--- src/rtl/axil_reg_bridge.sv ---
// AXI4-Lite slave to simple register-strobe bridge with independent read/write FSMs.
// Optional out-of-range SLVERR decode enabled by defining AXIL_SLVERR_EN.
`timescale 1ns/1ps
module axil_reg_bridge #(
  parameter int C_S_AXI_DATA_WIDTH = 32,
  parameter int C_S_AXI_ADDR_WIDTH = 12,
  parameter int C_REG_COUNT        = 4
) (
  input  logic                            S_AXI_ACLK,
  input  logic                            S_AXI_ARESETN,
  input  logic [C_S_AXI_ADDR_WIDTH-1:0]   S_AXI_AWADDR,
  input  logic                            S_AXI_AWVALID,
  output logic                            S_AXI_AWREADY,
  input  logic [C_S_AXI_DATA_WIDTH-1:0]   S_AXI_WDATA,
  input  logic [C_S_AXI_DATA_WIDTH/8-1:0] S_AXI_WSTRB,
  input  logic                            S_AXI_WVALID,
  output logic                            S_AXI_WREADY,
  output logic [1:0]                      S_AXI_BRESP,
  output logic                            S_AXI_BVALID,
  input  logic                            S_AXI_BREADY,
  input  logic [C_S_AXI_ADDR_WIDTH-1:0]   S_AXI_ARADDR,
  input  logic                            S_AXI_ARVALID,
  output logic                            S_AXI_ARREADY,
  output logic [C_S_AXI_DATA_WIDTH-1:0]   S_AXI_RDATA,
  output logic [1:0]                      S_AXI_RRESP,
  output logic                            S_AXI_RVALID,
  input  logic                            S_AXI_RREADY,
  output logic [C_S_AXI_ADDR_WIDTH-1:0]   reg_awaddr,
  output logic [C_S_AXI_DATA_WIDTH-1:0]   reg_wdata,
  output logic [C_S_AXI_DATA_WIDTH/8-1:0] reg_wstrb,
  output logic                            reg_wren,
  output logic [C_S_AXI_ADDR_WIDTH-1:0]   reg_araddr,
  output logic                            reg_rden,
  input  logic [C_S_AXI_DATA_WIDTH-1:0]   reg_rdata
);

  localparam int DW = C_S_AXI_DATA_WIDTH;
  localparam int AW = C_S_AXI_ADDR_WIDTH;
  localparam int SW = DW / 8;

`ifdef AXIL_SLVERR_EN
  localparam logic SLVERR_EN = 1'b1;
`else
  localparam logic SLVERR_EN = 1'b0;
`endif

  typedef enum logic {W_IDLE, W_RESP} wstate_t;
  typedef enum logic [1:0] {
    R_IDLE, R_STROBE, R_CAPTURE, R_RESP
  } rstate_t;

  function automatic logic out_of_range(
    input logic [AW-1:0] a
  );
    return SLVERR_EN &&
      (32'(a[AW-1:2]) >= 32'(C_REG_COUNT));
  endfunction

  wstate_t       w_state_q;
  rstate_t       r_state_q;
  logic          awready_q, wready_q;
  logic          bvalid_q,  wren_q;
  logic [1:0]    bresp_q;
  logic [AW-1:0] awaddr_q;
  logic [DW-1:0] wdata_q;
  logic [SW-1:0] wstrb_q;
  logic          arready_q, rden_q;
  logic          rvalid_q,  rerr_q;
  logic [1:0]    rresp_q;
  logic [AW-1:0] araddr_q;
  logic [DW-1:0] rdata_q;
  logic          aw_err, ar_err;

  assign aw_err = out_of_range(S_AXI_AWADDR);
  assign ar_err = out_of_range(S_AXI_ARADDR);

  // Ready is raised one cycle ahead; the accept is the next edge.
  always_ff @(posedge S_AXI_ACLK or negedge S_AXI_ARESETN) begin
    if (!S_AXI_ARESETN) begin
      w_state_q <= W_IDLE;
      awready_q <= 1'b0;
      wready_q  <= 1'b0;
      bvalid_q  <= 1'b0;
      bresp_q   <= 2'b00;
      wren_q    <= 1'b0;
      awaddr_q  <= '0;
      wdata_q   <= '0;
      wstrb_q   <= '0;
    end else begin
      unique case (w_state_q)
        W_IDLE: begin
          if (awready_q) begin
            awready_q <= 1'b0;
            wready_q  <= 1'b0;
            if (S_AXI_AWVALID && S_AXI_WVALID) begin
              awaddr_q  <= S_AXI_AWADDR;
              wdata_q   <= S_AXI_WDATA;
              wstrb_q   <= S_AXI_WSTRB;
              wren_q    <= !aw_err;
              bvalid_q  <= 1'b1;
              bresp_q   <= aw_err ? 2'b10 : 2'b00;
              w_state_q <= W_RESP;
            end
          end else if (S_AXI_AWVALID && S_AXI_WVALID) begin
            awready_q <= 1'b1;
            wready_q  <= 1'b1;
          end
        end
        W_RESP: begin
          wren_q <= 1'b0;
          if (S_AXI_BREADY) begin
            bvalid_q  <= 1'b0;
            bresp_q   <= 2'b00;
            w_state_q <= W_IDLE;
          end
        end
      endcase
    end
  end

  always_ff @(posedge S_AXI_ACLK or negedge S_AXI_ARESETN) begin
    if (!S_AXI_ARESETN) begin
      r_state_q <= R_IDLE;
      arready_q <= 1'b0;
      rden_q    <= 1'b0;
      rerr_q    <= 1'b0;
      rvalid_q  <= 1'b0;
      rresp_q   <= 2'b00;
      araddr_q  <= '0;
      rdata_q   <= '0;
    end else begin
      unique case (r_state_q)
        R_IDLE: begin
          if (arready_q) begin
            arready_q <= 1'b0;
            if (S_AXI_ARVALID) begin
              araddr_q  <= S_AXI_ARADDR;
              rden_q    <= !ar_err;
              rerr_q    <= ar_err;
              r_state_q <= R_STROBE;
            end
          end else if (S_AXI_ARVALID) begin
            arready_q <= 1'b1;
          end
        end
        R_STROBE: begin
          rden_q    <= 1'b0;
          r_state_q <= R_CAPTURE;
        end
        // reg_rdata is valid now, one cycle after the strobe.
        R_CAPTURE: begin
          rdata_q   <= rerr_q ? '0 : reg_rdata;
          rresp_q   <= rerr_q ? 2'b10 : 2'b00;
          rvalid_q  <= 1'b1;
          r_state_q <= R_RESP;
        end
        R_RESP: begin
          if (S_AXI_RREADY) begin
            rvalid_q  <= 1'b0;
            r_state_q <= R_IDLE;
          end
        end
      endcase
    end
  end

  assign S_AXI_AWREADY = awready_q;
  assign S_AXI_WREADY  = wready_q;
  assign S_AXI_BVALID  = bvalid_q;
  assign S_AXI_BRESP   = bresp_q;
  assign S_AXI_ARREADY = arready_q;
  assign S_AXI_RVALID  = rvalid_q;
  assign S_AXI_RRESP   = rresp_q;
  assign S_AXI_RDATA   = rdata_q;
  assign reg_awaddr    = awaddr_q;
  assign reg_wdata     = wdata_q;
  assign reg_wstrb     = wstrb_q;
  assign reg_wren      = wren_q;
  assign reg_araddr    = araddr_q;
  assign reg_rden      = rden_q;

endmodule

--- config.mk ---
export PLATFORM = sky130hd
export DESIGN_NAME = axil_reg_bridge
export DESIGN_NICKNAME = d
export VERILOG_FILES = /design/src/rtl/axil_reg_bridge.sv
export SDC_FILE = /design/constraint.sdc
export NUM_CORES = 1
export LEC_CHECK = 0
export BUFFER_PORTS_ARGS = -buffer_cell sky130_fd_sc_hd__buf_2
export CAP_MARGIN = 30
export CORE_MARGIN = 2
export CORE_UTILIZATION = 41
export DETAILED_ROUTE_END_ITERATION = 8
export PLACE_DENSITY = 0.82
export SLEW_MARGIN = 20
export SYNTH_ARGS = -nofsm -noshare
export SYNTH_HDL_FRONTEND = slang
export SYNTH_SLANG_ARGS = --single-unit
--- constraint.sdc ---
create_clock -name S_AXI_ACLK -period 1.46 [get_ports S_AXI_ACLK]
set_clock_uncertainty 0.05 [all_clocks]
set_input_delay 0.073 -clock S_AXI_ACLK [delete_from_list [all_inputs] [get_ports S_AXI_ACLK]]
set_output_delay 0.073 -clock S_AXI_ACLK [all_outputs]
set_load 0.05 [all_outputs]
==> tab_implementation.tex <==
\begin{tabular}{lr}
\hline
Metric & Value \\
\hline
\multicolumn{2}{l}{\textbf{Run status}} \\
\quad Result of the run & finished, violations left \\
\quad Violations in the final reports & setup timing \\
\multicolumn{2}{l}{\textbf{Detailed routing}} \\
\quad DRC violation count after routing & 0 \\
\quad Routed via count & 3218 \\
\quad Total length of routed wires & 11250 um \\
\quad Number of iterations in the first detailed-routing pass & 4 \\
\quad Residual antenna-violating net count after detailed routing & 0 \\
\quad Drt initial violations & 54 \\
\quad Detailed-route vias per instance & 4.650 \\
\quad Wirelength per Cell & 16.25 um \\
\multicolumn{2}{l}{\textbf{Clock network}} \\
\quad Clock latency reported for the late side of the worst-skew pair & 0.36 ns \\
\quad Max Root-Sink Buffers & 2 \\
\quad Clock sink count & 102 \\
\quad H-tree depth reported by CTS & 3 \\
\quad Clock root cell & clkbuf\_8 \\
\quad Clock tree from TritonCTS & done \\
\quad Clock-pin slew on the worst setup and hold paths & 0.10 ns \\
\quad Number of buffers created by CTS & 9 \\
\multicolumn{2}{l}{\textbf{STA}} \\
\quad Final Hold Viols & 0 \\
\quad PnR worst setup slack & -0.01568 ns \\
\quad Unrepaired setup endpoints after global routing & yes \\
\quad Time the final worst path needs with I/O delays and setup & 1.476 ns \\
\quad Final max-slew violation count & 0 \\
\quad Fmax & 677.7 MHz \\
\quad Count of endpoints failing setup in the final report & 10 \\
\quad Portion of the clock cycle consumed by the worst path in the final layout & 1.011 \\
\multicolumn{2}{l}{\textbf{Floorplan}} \\
\quad Height of the chip & 102.2 um \\
\quad Starting density of the core & 0.4256 \\
\quad Standard-cell rows & 35 \\
\quad Die ar. & 0.01044 mm\^{}2 \\
\quad Die Wd & 102.2 um \\
\quad Number of top-level design ports & 202 \\
\quad Placeable Area & 0.009284 mm\^{}2 \\
\multicolumn{2}{l}{\textbf{Yosys}} \\
\quad Compound-Gate Fraction of Synth Area & 0.01488 \\
\quad Multiplexer area fraction after synthesis & 0.2676 \\
\quad Total of flip-flops plus latches after synthesis & 102 \\
\quad Mean cell area of the mapped netlist & 16.00 um\^{}2 \\
\quad Dominant combinational cell family by area after synthesis & multiplexers \\
\quad Adder-cell share of the synthesized area & 0.01583 \\
\quad Number of distinct library cells after synthesis & 23 \\
\quad Sequential area share after synthesis & 0.6460 \\
\quad Synth Area in XOR/XNOR & 0 \\
\quad Synthesized instance count & 247 \\
\quad Simple-gate share of the synthesized area & 0.01900 \\
\quad Post-synth design cell area & 0.003951 mm\^{}2 \\
\quad Count of warnings emitted by yosys & 0 \\
\multicolumn{2}{l}{\textbf{Global route}} \\
\quad Global-route wire length before repair & 16130 um \\
\quad Pin count of the biggest net entering global routing & 57 \\
\quad Initial antenna violation count & 0 \\
\quad Total routing usage reported by global routing & 0.2044 \\
\quad Total overflow reported by the global router & 0 \\
\quad Number of global-route vias before repair & 3395 \\
\multicolumn{2}{l}{\textbf{Finish}} \\
\quad Layout cell share with drive strength beyond 1 & 0.5364 \\
\quad Area growth, synth to finish & 64.57\% \\
\quad Leading cell type in the layout, fill and taps excluded & buf\_2 \\
\quad Nets@finish & 664 \\
\quad Antenna Cells & 0 \\
\quad Commonest cells after routing, fill and taps aside & buf\_2, dfrtp\_1, dlygate4sd3\_1 \\
\quad Finished layout cell area & 0.006502 mm\^{}2 \\
\quad Final std cells w/o fill & 692 \\
\multicolumn{2}{l}{\textbf{Power and ir drop}} \\
\quad Worst vdd rail ir drop & 1.688 mV \\
\quad Power per standard cell area & 2276 mW/mm\^{}2 \\
\quad Overall Power & 0.01480 W \\
\quad Leakage component of the power & 3.270 nW \\
\multicolumn{2}{l}{\textbf{Setup path}} \\
\quad Capturing element type of the critical path & register \\
\quad Kind of critical path & register to register \\
\quad Maximum cell stage delay along the critical path & 0.43 ns \\
\quad Required time of the worst setup path & 1.64 ns \\
\quad Crit path cell chain & inv\_2, nand4\_4, clkbuf\_16, mux2\_1 \\
\quad Capture instance of the worst register-to-register path & reg\_awaddr[11] \\
\quad Maximum fanout encountered on the critical timing path & 14 \\
\quad Number of cells traversed by the worst register-to-register path & 4 \\
\quad CP max-delay cell & dfrtp\_1 \\
\quad Worst r2r src & w\_state\_q \\
\quad Flop2flop setup slack & -0.02 ns \\
\quad Critical path launch point type & register \\
\quad WP data arrival & 1.66 ns \\
\multicolumn{2}{l}{\textbf{Place}} \\
\quad Detailed-placement wirelength estimate & 6546 um \\
\quad Cell total after placement & 574 \\
\quad Weighted congestion reported at the end of routability-driven placement & 0.7385 \\
\quad Number of port buffers & 197 \\
\quad Standard cell area after detailed placement & 0.005144 mm\^{}2 \\
\multicolumn{2}{l}{\textbf{Hold path}} \\
\quad Worst min path class & input pin to asynchronous set/reset pin \\
\multicolumn{2}{l}{\textbf{Job}} \\
\quad Maxcap violations & 0 \\
\hline
\end{tabular}
-- where the power goes --
| group | switching (W) | leakage, nW | internal (W) |
|---|---|---|---|
| sequential | 0.000652 | 1.22 | 0.00401 |
| clock | 0.000897 | 0.108 | 0.00112 |
| combinational | 0.00562 | 1.95 | 0.00250 |
| total | 0.00717 | 3.27 | 0.00763 |
-- final cells by class --
type	instances	area (um^2)
inverter	8	30.03
tap	129	161.4
clock buffer	10	127.6
multi-input combinational	126	1351
timing repair buffer	313	2180
clock inverter	4	97.59
sequential	102	2555
fill	665	2781
-- synth_stat cells --
cell type,n,area share
a31oi_1,1,0.0016
a22oi_1,1,0.0019
dfrtp_1,102,0.65
conb_1,1,0.00095
o21ai_0,5,0.0063
inv_2,1,0.00095
o2bb2ai_1,1,0.0022
nor2_1,2,0.0019
nand3_1,3,0.0038
mux2i_1,1,0.0025
ha_1,5,0.016
nor2b_1,1,0.0016
mux2_1,47,0.13
inv_1,7,0.0067
buf_6,5,0.014
nand4_4,1,0.0054
mux2_2,46,0.13
nand2_1,5,0.0048
nand2b_1,1,0.0016
o22ai_1,1,0.0016
a21oi_1,1,0.0013
buf_2,5,0.0063
buf_4,4,0.0076
-- routing by layer --
layer	vias to the layer above	global-route usage	routed length, um
li1	1467	-	-
met1	1592	0.2149	4113
met2	134	0.3882	6213
met3	25	0.04446	632
met4	0	0.09128	287
met5	-	0	0
-- cell families after synthesis --
kind of cell / Yosys count
flip-flops: 102
multiplexers: 94
buffers and inverters: 22
AND/OR/NAND/NOR: 13
AO/OA/AOI/OAI: 10
adder cells (fa/ha/maj): 5
other: 1
-- how the worst max path moves through the flow --
| stage | start | slack (ns) | endpoint | cells after the start |
|---|---|---|---|---|
| detailed placement | r_state_q[0] | -0.04 | S_AXI_RDATA[2] | 4 |
| floorplan | r_state_q[0] | -0.04 | S_AXI_RDATA[10] | 5 |
| global route | w_state_q | -0.06 | reg_awaddr[11] | 4 |
| global placement | r_state_q[0] | 0.02 | S_AXI_RDATA[1] | 4 |
| CTS | r_state_q[1] | 0.02 | r_state_q[1] | 4 |
| finish | w_state_q | -0.02 | reg_awaddr[11] | 4 |
-- repair_timing --
| action | in CTS | in global routing |
|---|---|---|
| setup buffers | 2 | 3 |
| setup endpoints to repair | 41 | 65 |
| pin swaps | 1 | 0 |
| endpoints found under the hold margin | 200 | 0 |
| hold buffers | 98 | 0 |
| gates cloned | 0 | 1 |
| resized for setup | 6 | 20 |
-- worst max-delay path: cells and delay by family, from the launching register on --
kind	cells	cell delay [ns]
flip-flops	1	0.43
AND/OR/NAND/NOR	1	0.18
multiplexers	1	0.31
buffers and inverters	2	0.37
-- registers in the layout (all words and copies together), names as in the netlist --
register / count
reg_wdata: 32
w_state_q: 1
r_state_q: 2
S_AXI_AWREADY: 1
S_AXI_BVALID: 1
reg_awaddr: 12
reg_rden: 1
S_AXI_ARREADY: 1
reg_araddr: 12
S_AXI_WREADY: 1
S_AXI_RVALID: 1
reg_wren: 1
S_AXI_RDATA: 32
reg_wstrb: 4
-- stage by stage --
stage / hold WS [ns] / setup slack, ns / util / TNS (ns)
after floorplan: -0.2726 / -0.03798 / - / -1.006
after global placement: -0.05185 / 0.02263 / 0.5540 / 0
after detailed placement: -0.04488 / -0.04453 / 0.5540 / -0.8488
after CTS: 0.1140 / 0.01792 / 0.6871 / 0
after global routing: 0.1440 / -0.05670 / 0.7004 / -1.848
final: 0.1183 / -0.01568 / 0.7004 / -0.05517
No activity file was read; power rests on OpenSTA's default activity.
